### src/rtl/addsub_serial_if.sv
// rtl/addsub_serial_if.sv - operand/result handshake bundle for the digit-serial adder-subtractor
// master = operand source and result sink, slave = addsub_serial.
interface addsub_serial_if #(
   parameter int WIDTH = 16
);
   logic             in_valid;
   logic             in_ready;
   logic             sel;
   logic [WIDTH-1:0] a;
   logic [WIDTH-1:0] b;
   logic             out_valid;
   logic             out_ready;
   logic [WIDTH-1:0] s;
   logic             cout;
   logic             ovf;

   modport master (
      output in_valid, sel, a, b, out_ready,
      input  in_ready, out_valid, s, cout, ovf
   );

   modport slave (
      input  in_valid, sel, a, b, out_ready,
      output in_ready, out_valid, s, cout, ovf
   );
endinterface

### src/rtl/addsub_serial.sv
// rtl/addsub_serial.sv - digit-serial add/sub, CHUNK bits per clock with a registered carry
// Optional ADDSUB_SATURATE_EN: clamp s to max-positive/min-negative on signed overflow.
module addsub_serial #(
   parameter int WIDTH = 16,
   parameter int CHUNK = 4
) (
   input  logic            clk,
   input  logic            rst_n,
   addsub_serial_if.slave  bus
);
   localparam int NCHUNK = WIDTH / CHUNK;
   localparam int KW     = (NCHUNK > 1) ? $clog2(NCHUNK) : 1;

   typedef enum logic [1:0] {IDLE = 2'd0, CALC = 2'd1, DONE = 2'd2} state_t;

   state_t           state;
   state_t           state_nxt;
   logic             accept;
   logic             calc;
   logic             last;
   logic [KW-1:0]    k;
   logic [WIDTH-1:0] a_sh;
   logic [WIDTH-1:0] b_sh;
   logic [WIDTH-1:0] s_reg;
   logic [WIDTH-1:0] s_nxt;
   logic             carry_reg;
   logic             c_msb;
   logic             c_msb_nxt;
   logic [CHUNK:0]   sum;

   always_ff @(posedge clk or negedge rst_n) begin
      if (!rst_n) state <= IDLE;
      else        state <= state_nxt;
   end

   always_comb begin
      state_nxt = state;
      accept    = 1'b0;
      calc      = 1'b0;
      case (state)
         IDLE: if (bus.in_valid) begin
            accept    = 1'b1;
            state_nxt = CALC;
         end
         CALC: begin
            calc = 1'b1;
            if (last) state_nxt = DONE;
         end
         DONE: if (bus.out_ready) state_nxt = IDLE;
         default: state_nxt = IDLE;
      endcase
   end

   assign last = (k == KW'(NCHUNK - 1));

   // Operands shift right so the active chunk is always in the low CHUNK bits;
   // result chunks enter at the top and reach their final position after NCHUNK steps.
   always_comb begin
      sum       = {1'b0, a_sh[CHUNK-1:0]} + {1'b0, b_sh[CHUNK-1:0]} + (CHUNK+1)'(carry_reg);
      c_msb_nxt = sum[CHUNK-1] ^ a_sh[CHUNK-1] ^ b_sh[CHUNK-1];
      s_nxt     = (s_reg >> CHUNK) | (WIDTH'(sum[CHUNK-1:0]) << (WIDTH - CHUNK));
`ifdef ADDSUB_SATURATE_EN
      if (last && (c_msb_nxt ^ sum[CHUNK]))
         s_nxt = a_sh[CHUNK-1] ? {1'b1, {(WIDTH-1){1'b0}}} : {1'b0, {(WIDTH-1){1'b1}}};
`endif
   end

   always_ff @(posedge clk or negedge rst_n) begin
      if (!rst_n) begin
         a_sh      <= '0;
         b_sh      <= '0;
         s_reg     <= '0;
         carry_reg <= 1'b0;
         c_msb     <= 1'b0;
         k         <= '0;
      end else if (accept) begin
         // Subtraction is A + ~B with the +1 entering as the initial carry.
         a_sh      <= bus.a;
         b_sh      <= bus.sel ? ~bus.b : bus.b;
         carry_reg <= bus.sel;
         k         <= '0;
      end else if (calc) begin
         a_sh      <= a_sh >> CHUNK;
         b_sh      <= b_sh >> CHUNK;
         s_reg     <= s_nxt;
         carry_reg <= sum[CHUNK];
         k         <= k + 1'b1;
         if (last) c_msb <= c_msb_nxt;
      end
   end

   assign bus.in_ready  = (state == IDLE);
   assign bus.out_valid = (state == DONE);
   assign bus.s         = s_reg;
   assign bus.cout      = carry_reg;
   assign bus.ovf       = c_msb ^ carry_reg;
endmodule

### src/flat_wrapper.sv
// flat-port wrapper written by rule: the top's interface ports become plain ports
module addsub_serial_flat 
#(
   parameter int WIDTH = 16,
   parameter int CHUNK = 4
)
  (clk, rst_n, bus_in_valid, bus_sel, bus_a, bus_b, bus_out_ready, bus_in_ready, bus_out_valid, bus_s, bus_cout, bus_ovf);
  addsub_serial_if #(.WIDTH(WIDTH)) bus_i ();
  input  logic clk;
  input  logic rst_n;
  input wire logic [$bits(bus_i.in_valid)-1:0] bus_in_valid;
  input wire logic [$bits(bus_i.sel)-1:0] bus_sel;
  input wire logic [$bits(bus_i.a)-1:0] bus_a;
  input wire logic [$bits(bus_i.b)-1:0] bus_b;
  input wire logic [$bits(bus_i.out_ready)-1:0] bus_out_ready;
  output wire logic [$bits(bus_i.in_ready)-1:0] bus_in_ready;
  output wire logic [$bits(bus_i.out_valid)-1:0] bus_out_valid;
  output wire logic [$bits(bus_i.s)-1:0] bus_s;
  output wire logic [$bits(bus_i.cout)-1:0] bus_cout;
  output wire logic [$bits(bus_i.ovf)-1:0] bus_ovf;
  assign bus_i.in_valid = bus_in_valid;
  assign bus_i.sel = bus_sel;
  assign bus_i.a = bus_a;
  assign bus_i.b = bus_b;
  assign bus_i.out_ready = bus_out_ready;
  assign bus_in_ready = bus_i.in_ready;
  assign bus_out_valid = bus_i.out_valid;
  assign bus_s = bus_i.s;
  assign bus_cout = bus_i.cout;
  assign bus_ovf = bus_i.ovf;
  addsub_serial #(.WIDTH(WIDTH), .CHUNK(CHUNK)) u_core (.clk(clk), .rst_n(rst_n), .bus(bus_i));
endmodule
### config.mk
export PLATFORM = sky130hd
export DESIGN_NAME = addsub_serial_flat
export DESIGN_NICKNAME = d
export VERILOG_FILES = /design/src/rtl/addsub_serial_if.sv /design/src/rtl/addsub_serial.sv /design/src/flat_wrapper.sv
export SDC_FILE = /design/constraint.sdc
export NUM_CORES = 1
export LEC_CHECK = 0
export BUFFER_PORTS_ARGS = -buffer_cell sky130_fd_sc_hd__clkbuf_2
export CAP_MARGIN = 0
export CORE_MARGIN = 2
export CORE_UTILIZATION = 45
export DETAILED_ROUTE_END_ITERATION = 10
export PLACE_DENSITY = 0.68
export RECOVER_POWER = 100
export SKIP_CTS_REPAIR_TIMING = 1
export SYNTH_ARGS = -nofsm -noshare
export SYNTH_HDL_FRONTEND = slang
export SYNTH_SLANG_ARGS = --single-unit
### constraint.sdc
create_clock -name clk -period 2.4 [get_ports clk]
set_clock_uncertainty 0.15 [all_clocks]
set_input_delay 0.48 -clock clk [delete_from_list [all_inputs] [get_ports clk]]
set_output_delay 0.48 -clock clk [all_outputs]
set_load 0.05 [all_outputs]
==> results of run 1 <==
[placed cells by master (no fill, tap or decap), types with 3 or more instances in the layout]
cell and instances:
a221o_1 14, a22oi_1 11, clkbuf_1 24, clkbuf_2 38, clkbuf_8 5, dfrtp_1 54, ha_1 4, inv_1 6
nand2_1 74, nand3_1 4, nor2_1 13, nor2b_1 3, o21ai_0 16, xnor2_1 19, xor2_1 3
[power breakdown]
part	internal (mW)	leakage, nW	switching (mW)
Sequential	1.33	0.685	0.275
Clock	0.201	0.0383	0.265
Combinational	0.707	0.665	1.51
Total	2.24	1.39	2.05
[worst min-delay path: stages]
cell and delay (ps):
clkbuf_2 70, nand2_1 30, o21ai_0 50
[how the worst min path moves through the flow]
stage                    start          endpoint  depth (start not counted)
2_1_floorplan            rst_n    u_core.a_sh[0]                          0
3_3_place_gp   u_core.bus.s[2]   u_core.bus.s[2]                          2
3_5_place_dp   u_core.bus.s[3]   u_core.bus.s[3]                          2
4_1_cts                  rst_n  u_core.bus.s[13]                          2
5_1_grt              bus_a[14]   u_core.a_sh[14]                          3
6_report             bus_a[14]   u_core.a_sh[14]                          3
[cell type report]
| class | count | area [sq um] |
|---|---|---|
| Multi-Input combinational cell | 173 | 1030 |
| Clock buffer | 7 | 76.3 |
| Timing Repair Buffer | 62 | 288 |
| Fill cell | 567 | 2680 |
| Tap cell | 72 | 90.1 |
| Sequential cell | 54 | 1350 |
| Inverter | 6 | 22.5 |
[metal layers]
layer  wire (um)  vias to the layer above  GRT usage, %
met5           0                        -             0
met2        2350                       48          26.8
met4          44                        0          5.59
li1            -                      936             -
met1        2230                      886          20.6
met3         295                        5          5.43
[cell families (layout without fill, tap and decap cells)]
group | Yosys count | in the layout | share of synthesized area [%]
AO/OA/AOI/OAI | 44 | 44 | 12.7
XOR/XNOR | 22 | 22 | 7.43
adder cells (fa/ha/maj) | 6 | 6 | 3.47
buffers and inverters | 34 | 75 | 7.62
flip-flops | 54 | 54 | 52.1
multiplexers | 1 | 1 | 0.434
AND/OR/NAND/NOR | 100 | 100 | 16.2
[metrics by stage]
stage,instances,worst slack (ps),instance area [sq um]
2_1_floorplan,261,157,2590
5_1_grt,374,156,2860
6_report,374,284,2860
4_1_cts,374,340,2910
3_3_place_gp,367,446,2840
3_5_place_dp,367,361,2840
==> impl_metrics.env, run 1 <==
export IMPL_relSlewSlack_pct=13.2
export IMPL_worstHoldPathType="in -> reg"
export IMPL_synth_edff_count=0
export IMPL_grt_pass1_wl_um=8100
export IMPL_max_freq_ghz=0.473
export IMPL_overflow=0
export IMPL_rsz0062_at_grt="no"
export IMPL_synth_commonest_cells="nand2_1, dfrtp_1, xnor2_1, o21ai_0"
export IMPL_ff2ff_setup_slack_ps=280
export IMPL_avgSynthCellArea_sq_um=9.94
export IMPL_antenna_found_initial=0
export IMPL_fp_dieArea_sq_um=6390
export IMPL_crit_family="buffers and inverters"
export IMPL_dp_hpwl_um=3340
export IMPL_drive_gt1_share_pct=15.9
export IMPL_cts_buffers=5
export IMPL_finalSetupTns_ps=0
export IMPL_crit_fanout=24
export IMPL_routedWlPerCell_um=13.1
export IMPL_final_hold_violation_count=0
export IMPL_worstSetupEndpoint="u_core.a_sh[0]"
export IMPL_netlist_area_leader_share_pct=52.1
export IMPL_drv_slew=0
export IMPL_path_depth=4
export IMPL_ys_ff_latch=54
export IMPL_grt_start_max_net_pins=55
export IMPL_post_route_util_pct=51.6
export IMPL_grt_use_total_pct=16.5
export IMPL_async_flop_share_pct=100
export IMPL_initial_core_util_pct=46.8
export IMPL_totalWireLength_um=4910
export IMPL_crit_chain="nor3b_4 -> clkbuf_1 -> nor3_1 -> a221o_1"
export IMPL_critPathLaunch="u_core.state[1]"
export IMPL_start_kind="register"
export IMPL_reg2reg_from="u_core.state[1]"
export IMPL_status="complete, no violations"
export IMPL_reg2reg_depth=4
export IMPL_peakVddDrop_uv=646
export IMPL_synth_most_common_cell="nand2_1"
export IMPL_setup_viol=0
export IMPL_fin_crit_ps=2120
export IMPL_drtIter0Drc=68
export IMPL_syn_nets=304
export IMPL_cts_max_path_buffers=2
export IMPL_num_rows=27
export IMPL_dieWidth_um=79.9
export IMPL_path_buf_inv=1
export IMPL_syn2layout_area_growth_pct=10.2
export IMPL_synth_top_cell_by_area="dfrtp_1"
export IMPL_ioPinCount=57
export IMPL_portBuffers=56
export IMPL_placeableCoreArea_sq_um=5540
export IMPL_netlist_area_sq_um=2590
export IMPL_crit_path_top_delay_cell="clkbuf_1"
export IMPL_n_antenna_cell=0
export IMPL_worstPathRequired_ps=2440
export IMPL_ys_flop_type="dfrtp_1"
export IMPL_synth_cells=261
export IMPL_drc=0
export IMPL_ys_seq_area_share_pct=52.1
export IMPL_die_h_um=79.9
export IMPL_drv_cap=0
export IMPL_worst_pin_slew_ps=1300
export IMPL_nets=345
export IMPL_ant_nets=0
export IMPL_finalCritPeriodShare_pct=88.2
export IMPL_clk_insertion_delay_late_ps=300
export IMPL_cts_num_sinks=54
export IMPL_p_leak_nw=1.39
export IMPL_yosys_warnings=0
export IMPL_first_pass_iters=4
export IMPL_critPathMaxStageDelay_ps=760
export IMPL_htreeDepth=2
export IMPL_cts_tree="yes"
export IMPL_power_density_nw_per_um2=1500
export IMPL_place_congestion=0.741
export IMPL_worst_setup_path_end_kind="register"
export IMPL_worst_setup_path_type="reg -> reg"
export IMPL_power_total_mw=4.29
export IMPL_timing_hold_ws_ps=224
export IMPL_path_clk_slew_ps=80
export IMPL_worstPathArrival_ps=2160
export IMPL_ctsRootBufferMaster="clkbuf_8"
export IMPL_first_global_vias=1767
export IMPL_r2r_end="u_core.a_sh[0]"
export IMPL_vias=1875
export IMPL_synth_area_leaders="dfrtp_1, nand2_1, xnor2_1, a221o_1, buf_4"
export IMPL_vias_per_cell=5.01
export IMPL_synth_distinct_cells=26
No activity file was read; power rests on OpenSTA's default activity.
==> run 2, diff against run 1 <==
- CORE_MARGIN: 2 -> 10
- GPL_TIMING_DRIVEN: default -> 0
- PLACE_DENSITY: 0.68 -> 0.67
==> impl_metrics.env, run 2 (synthesis gave the netlist of run 1 again) <==
export IMPL_path_clk_slew_ps=100
export IMPL_die_h_um=95.9
export IMPL_portBuffers=55
export IMPL_drv_slew=0
export IMPL_final_hold_violation_count=0
export IMPL_drtIter0Drc=111
export IMPL_worstPathArrival_ps=1440
export IMPL_totalWireLength_um=5720
export IMPL_worstPathRequired_ps=1770
export IMPL_post_route_util_pct=54.3
export IMPL_fin_crit_ps=2070
export IMPL_worstHoldPathType="in -> reg"
export IMPL_drive_gt1_share_pct=18.7
export IMPL_pre_cts_ws_ps=350
export IMPL_cts_max_path_buffers=2
export IMPL_fp_dieArea_sq_um=9200
export IMPL_antenna_found_initial=0
export IMPL_layout_cells_most_common="nand2_1"
export IMPL_vias=1984
export IMPL_worst_pin_slew_ps=667
export IMPL_worst_setup_path_type="reg -> out"
export IMPL_htreeDepth=2
export IMPL_placeableCoreArea_sq_um=5540
export IMPL_p_leak_nw=1.47
export IMPL_drv_cap=0
export IMPL_grt_pass1_wl_um=9620
export IMPL_reg2reg_from="u_core.b_sh[2]"
export IMPL_vias_per_cell=4.98
export IMPL_initial_core_util_pct=46.8
export IMPL_grt_use_total_pct=13.1
export IMPL_first_global_vias=2042
export IMPL_finalSetupTns_ps=0
export IMPL_setup_viol=0
export IMPL_placed_area_sq_um=2960
export IMPL_num_rows=27
export IMPL_clk_insertion_delay_late_ps=310
export IMPL_drc=0
export IMPL_rsz0062_at_grt="no"
export IMPL_max_freq_ghz=0.484
export IMPL_grt_start_max_net_pins=55
export IMPL_cts_buffers=5
export IMPL_n_antenna_cell=0
export IMPL_status="complete, no violations"
export IMPL_multi_input_area_sq_um=1030
export IMPL_cts_num_sinks=54
export IMPL_worst_slack_ps=334
export IMPL_routedWlPerCell_um=14.4
export IMPL_register_area_sq_um=1350
export IMPL_fillers=546
export IMPL_ant_nets=0
export IMPL_ctsRootBufferMaster="clkbuf_8"
export IMPL_final_cell_mix="nand2_1, dfrtp_1, clkbuf_2"
export IMPL_start_kind="register"
export IMPL_syn2layout_area_growth_pct=16.0
export IMPL_hp_start="bus_a[12]"
export IMPL_power_density_nw_per_um2=1510
export IMPL_nets=368
export IMPL_dieWidth_um=95.9
export IMPL_finalCritPeriodShare_pct=86.1
export IMPL_peakVddDrop_uv=617
export IMPL_place_congestion=0.793
export IMPL_worst_setup_path_end_kind="output port"
export IMPL_cts_tree="yes"
export IMPL_overflow=0
export IMPL_crit_fanout=5
export IMPL_ioPinCount=57
export IMPL_design_area_sq_um=3010
export IMPL_relSlewSlack_pct=55.5
export IMPL_critPathLaunch="u_core.state[1]"
export IMPL_first_pass_iters=4
export IMPL_dp_hpwl_um=4230
## run 2: critical path: stages (launching register included)
cell and delay, ps:
dfrtp_1 440, nor2b_1 200, clkbuf_1 490
## run 2: per-stage QoR
step	total power [mW]	hold WS [ps]	std cells
6_report	4.54	214	398
2_1_floorplan	3.57	34.4	261
3_5_place_dp	4.18	313	388
5_1_grt	4.94	214	398
3_3_place_gp	4.12	309	388
4_1_cts	4.72	210	396
## run 2: per-layer routing
metal	global-route usage (%)	part of all wire, %	vias up
li1	-	-	988
met1	16.4	44	928
met2	21.1	47	60
met3	4.20	8.4	8
met4	4.05	1.1	0
met5	0	0	-
## run 2: worst paths after layout
check	endpoint	slack, ps	cells past startpoint
max	bus_out_valid	330	2
min	u_core.a_sh[12]	210	3
max reg2reg	u_core.c_msb	340	5
min reg2reg	u_core.bus.s[3]	330	2
max in group asynchronous	u_core.bus.s[0]	460	3
min in group asynchronous	u_core.bus.s[10]	560	2
## run 2: area by class of cell
type / count / area share, %
buffer: 28 / 5.28
clock buffer: 7 / 2.87
clock inverter: 1 / 0.166
inverter: 6 / 0.748
multi-input combinational: 173 / 34.2
sequential: 54 / 44.9
tap: 72 / 2.99
timing repair buffer: 57 / 8.86
## run 2: power by group
group	internal, mW	leakage, nW	switching (mW)
Clock	0.233	0.0482	0.291
Combinational	0.823	0.740	1.58
Sequential	1.33	0.685	0.283
Total	2.39	1.47	2.15
==> run 3, diff against run 2 <==
- PLACE_DENSITY: 0.67 -> 0.68
- RECOVER_POWER: 100 -> 25
==> impl_metrics.env, run 3 (synthesis gave the netlist of run 1 again) <==
export IMPL_num_rows=27
export IMPL_grt_start_max_net_pins=55
export IMPL_post_route_util_pct=55.1
export IMPL_n_antenna_cell=0
export IMPL_dp_hpwl_um=4270
export IMPL_antenna_found_initial=0
export IMPL_drive_gt1_share_pct=27.7
export IMPL_reg2reg_from="u_core.bus.cout"
export IMPL_drv_cap=0
export IMPL_first_pass_iters=4
export IMPL_rsz0062_at_grt="no"
export IMPL_first_global_vias=1990
export IMPL_path_buf_inv=2
export IMPL_place_congestion=0.746
export IMPL_htreeDepth=2
export IMPL_power_density_nw_per_um2=1520
export IMPL_p_leak_nw=1.56
export IMPL_drv_slew=0
export IMPL_vias=1919
export IMPL_ff2ff_setup_slack_ps=330
export IMPL_clk_insertion_delay_late_ps=310
export IMPL_routedWlPerCell_um=14.3
export IMPL_setup_viol=0
export IMPL_peakVddDrop_uv=662
export IMPL_crit_path_top_delay_cell="fa_1"
export IMPL_grt_use_total_pct=12.9
export IMPL_worst_setup_path_type="reg -> reg"
export IMPL_drtIter0Drc=89
export IMPL_cts_buffers=5
export IMPL_cts_max_path_buffers=2
export IMPL_crit_family="adder cells"
export IMPL_finalSetupTns_ps=0
export IMPL_pre_cts_ws_ps=346
export IMPL_cts_num_sinks=54
export IMPL_cts_tree="yes"
export IMPL_crit_fanout=4
export IMPL_placed_area_sq_um=2960
export IMPL_start_kind="register"
export IMPL_placeableCoreArea_sq_um=5540
export IMPL_totalWireLength_um=5680
export IMPL_critPathMaxStageDelay_ps=510
export IMPL_worst_setup_path_end_kind="register"
export IMPL_grt_pass1_wl_um=9430
export IMPL_status="complete, no violations"
export IMPL_relSlewSlack_pct=25.4
export IMPL_syn2layout_area_growth_pct=17.8
export IMPL_path_clk_slew_ps=100
export IMPL_timing_hold_ws_ps=211
export IMPL_final_hold_violation_count=0
export IMPL_max_freq_ghz=0.484
export IMPL_fp_dieArea_sq_um=9200
export IMPL_vias_per_cell=4.83
export IMPL_worst_slack_ps=332
export IMPL_worstHoldPathType="in -> async"
export IMPL_worst_pin_slew_ps=1120
export IMPL_dieWidth_um=95.9
export IMPL_crit_chain="inv_1 -> fa_1 -> fa_1 -> inv_1 -> a21o_1 -> a21oi_1 -> o21ai_0"
export IMPL_overflow=0
export IMPL_portBuffers=55
export IMPL_design_area_sq_um=3050
export IMPL_ctsRootBufferMaster="clkbuf_8"
export IMPL_fillers=523
export IMPL_worstPathRequired_ps=2490
export IMPL_fin_crit_ps=2070
export IMPL_drc=0
export IMPL_critPathLaunch="u_core.bus.cout"
export IMPL_initial_core_util_pct=46.8
export IMPL_ioPinCount=57
export IMPL_ant_nets=0
export IMPL_finalCritPeriodShare_pct=86.2
export IMPL_nets=367
export IMPL_layout_cells_most_common="nand2_1"
export IMPL_final_cell_mix="nand2_1, clkbuf_2, dfrtp_1"
export IMPL_die_h_um=95.9
export IMPL_worstPathArrival_ps=2160
## run 3: cell type report
cell class / instances / area, sq um / share of cell area (%)
Buffer: 28 / 175 / 5.74
Clock buffer: 7 / 86.3 / 2.83
Clock inverter: 1 / 5.00 / 0.164
Inverter: 6 / 22.5 / 0.737
Multi-Input combinational cell: 173 / 1040 / 34.2
Sequential cell: 54 / 1350 / 44.2
Tap cell: 72 / 90.1 / 2.95
Timing Repair Buffer: 56 / 279 / 9.14
## run 3: power breakdown
| part | internal [mW] | leakage, nW | switching, mW |
|---|---|---|---|
| combinational | 0.924 | 0.826 | 1.59 |
| clock | 0.233 | 0.0482 | 0.289 |
| sequential | 1.33 | 0.685 | 0.286 |
## run 3: per-layer routing
layer,up-vias,GRT usage (%),part of all wire [%]
met5,-,0,0
met3,4,5.76,8.7
met2,45,20.0,44
li1,979,-,-
met1,891,16.4,46
met4,0,2.95,1.2
## run 3: path summary, 6_finish.rpt
| path | to | cells after the start |
|---|---|---|
| setup / recovery | u_core.bus.cout | 7 |
| hold / removal | u_core.bus.s[14] | 1 |
| setup reg to reg | u_core.bus.cout | 7 |
| hold reg to reg | u_core.bus.s[1] | 2 |
| max in group asynchronous | u_core.c_msb | 2 |
| min in group clk | u_core.a_sh[14] | 3 |
## run 3: stage by stage
step,power (mW),instances
2_1_floorplan,3.57,261
3_3_place_gp,4.11,388
3_5_place_dp,4.19,388
4_1_cts,4.71,396
5_1_grt,5.04,397
6_report,4.66,397
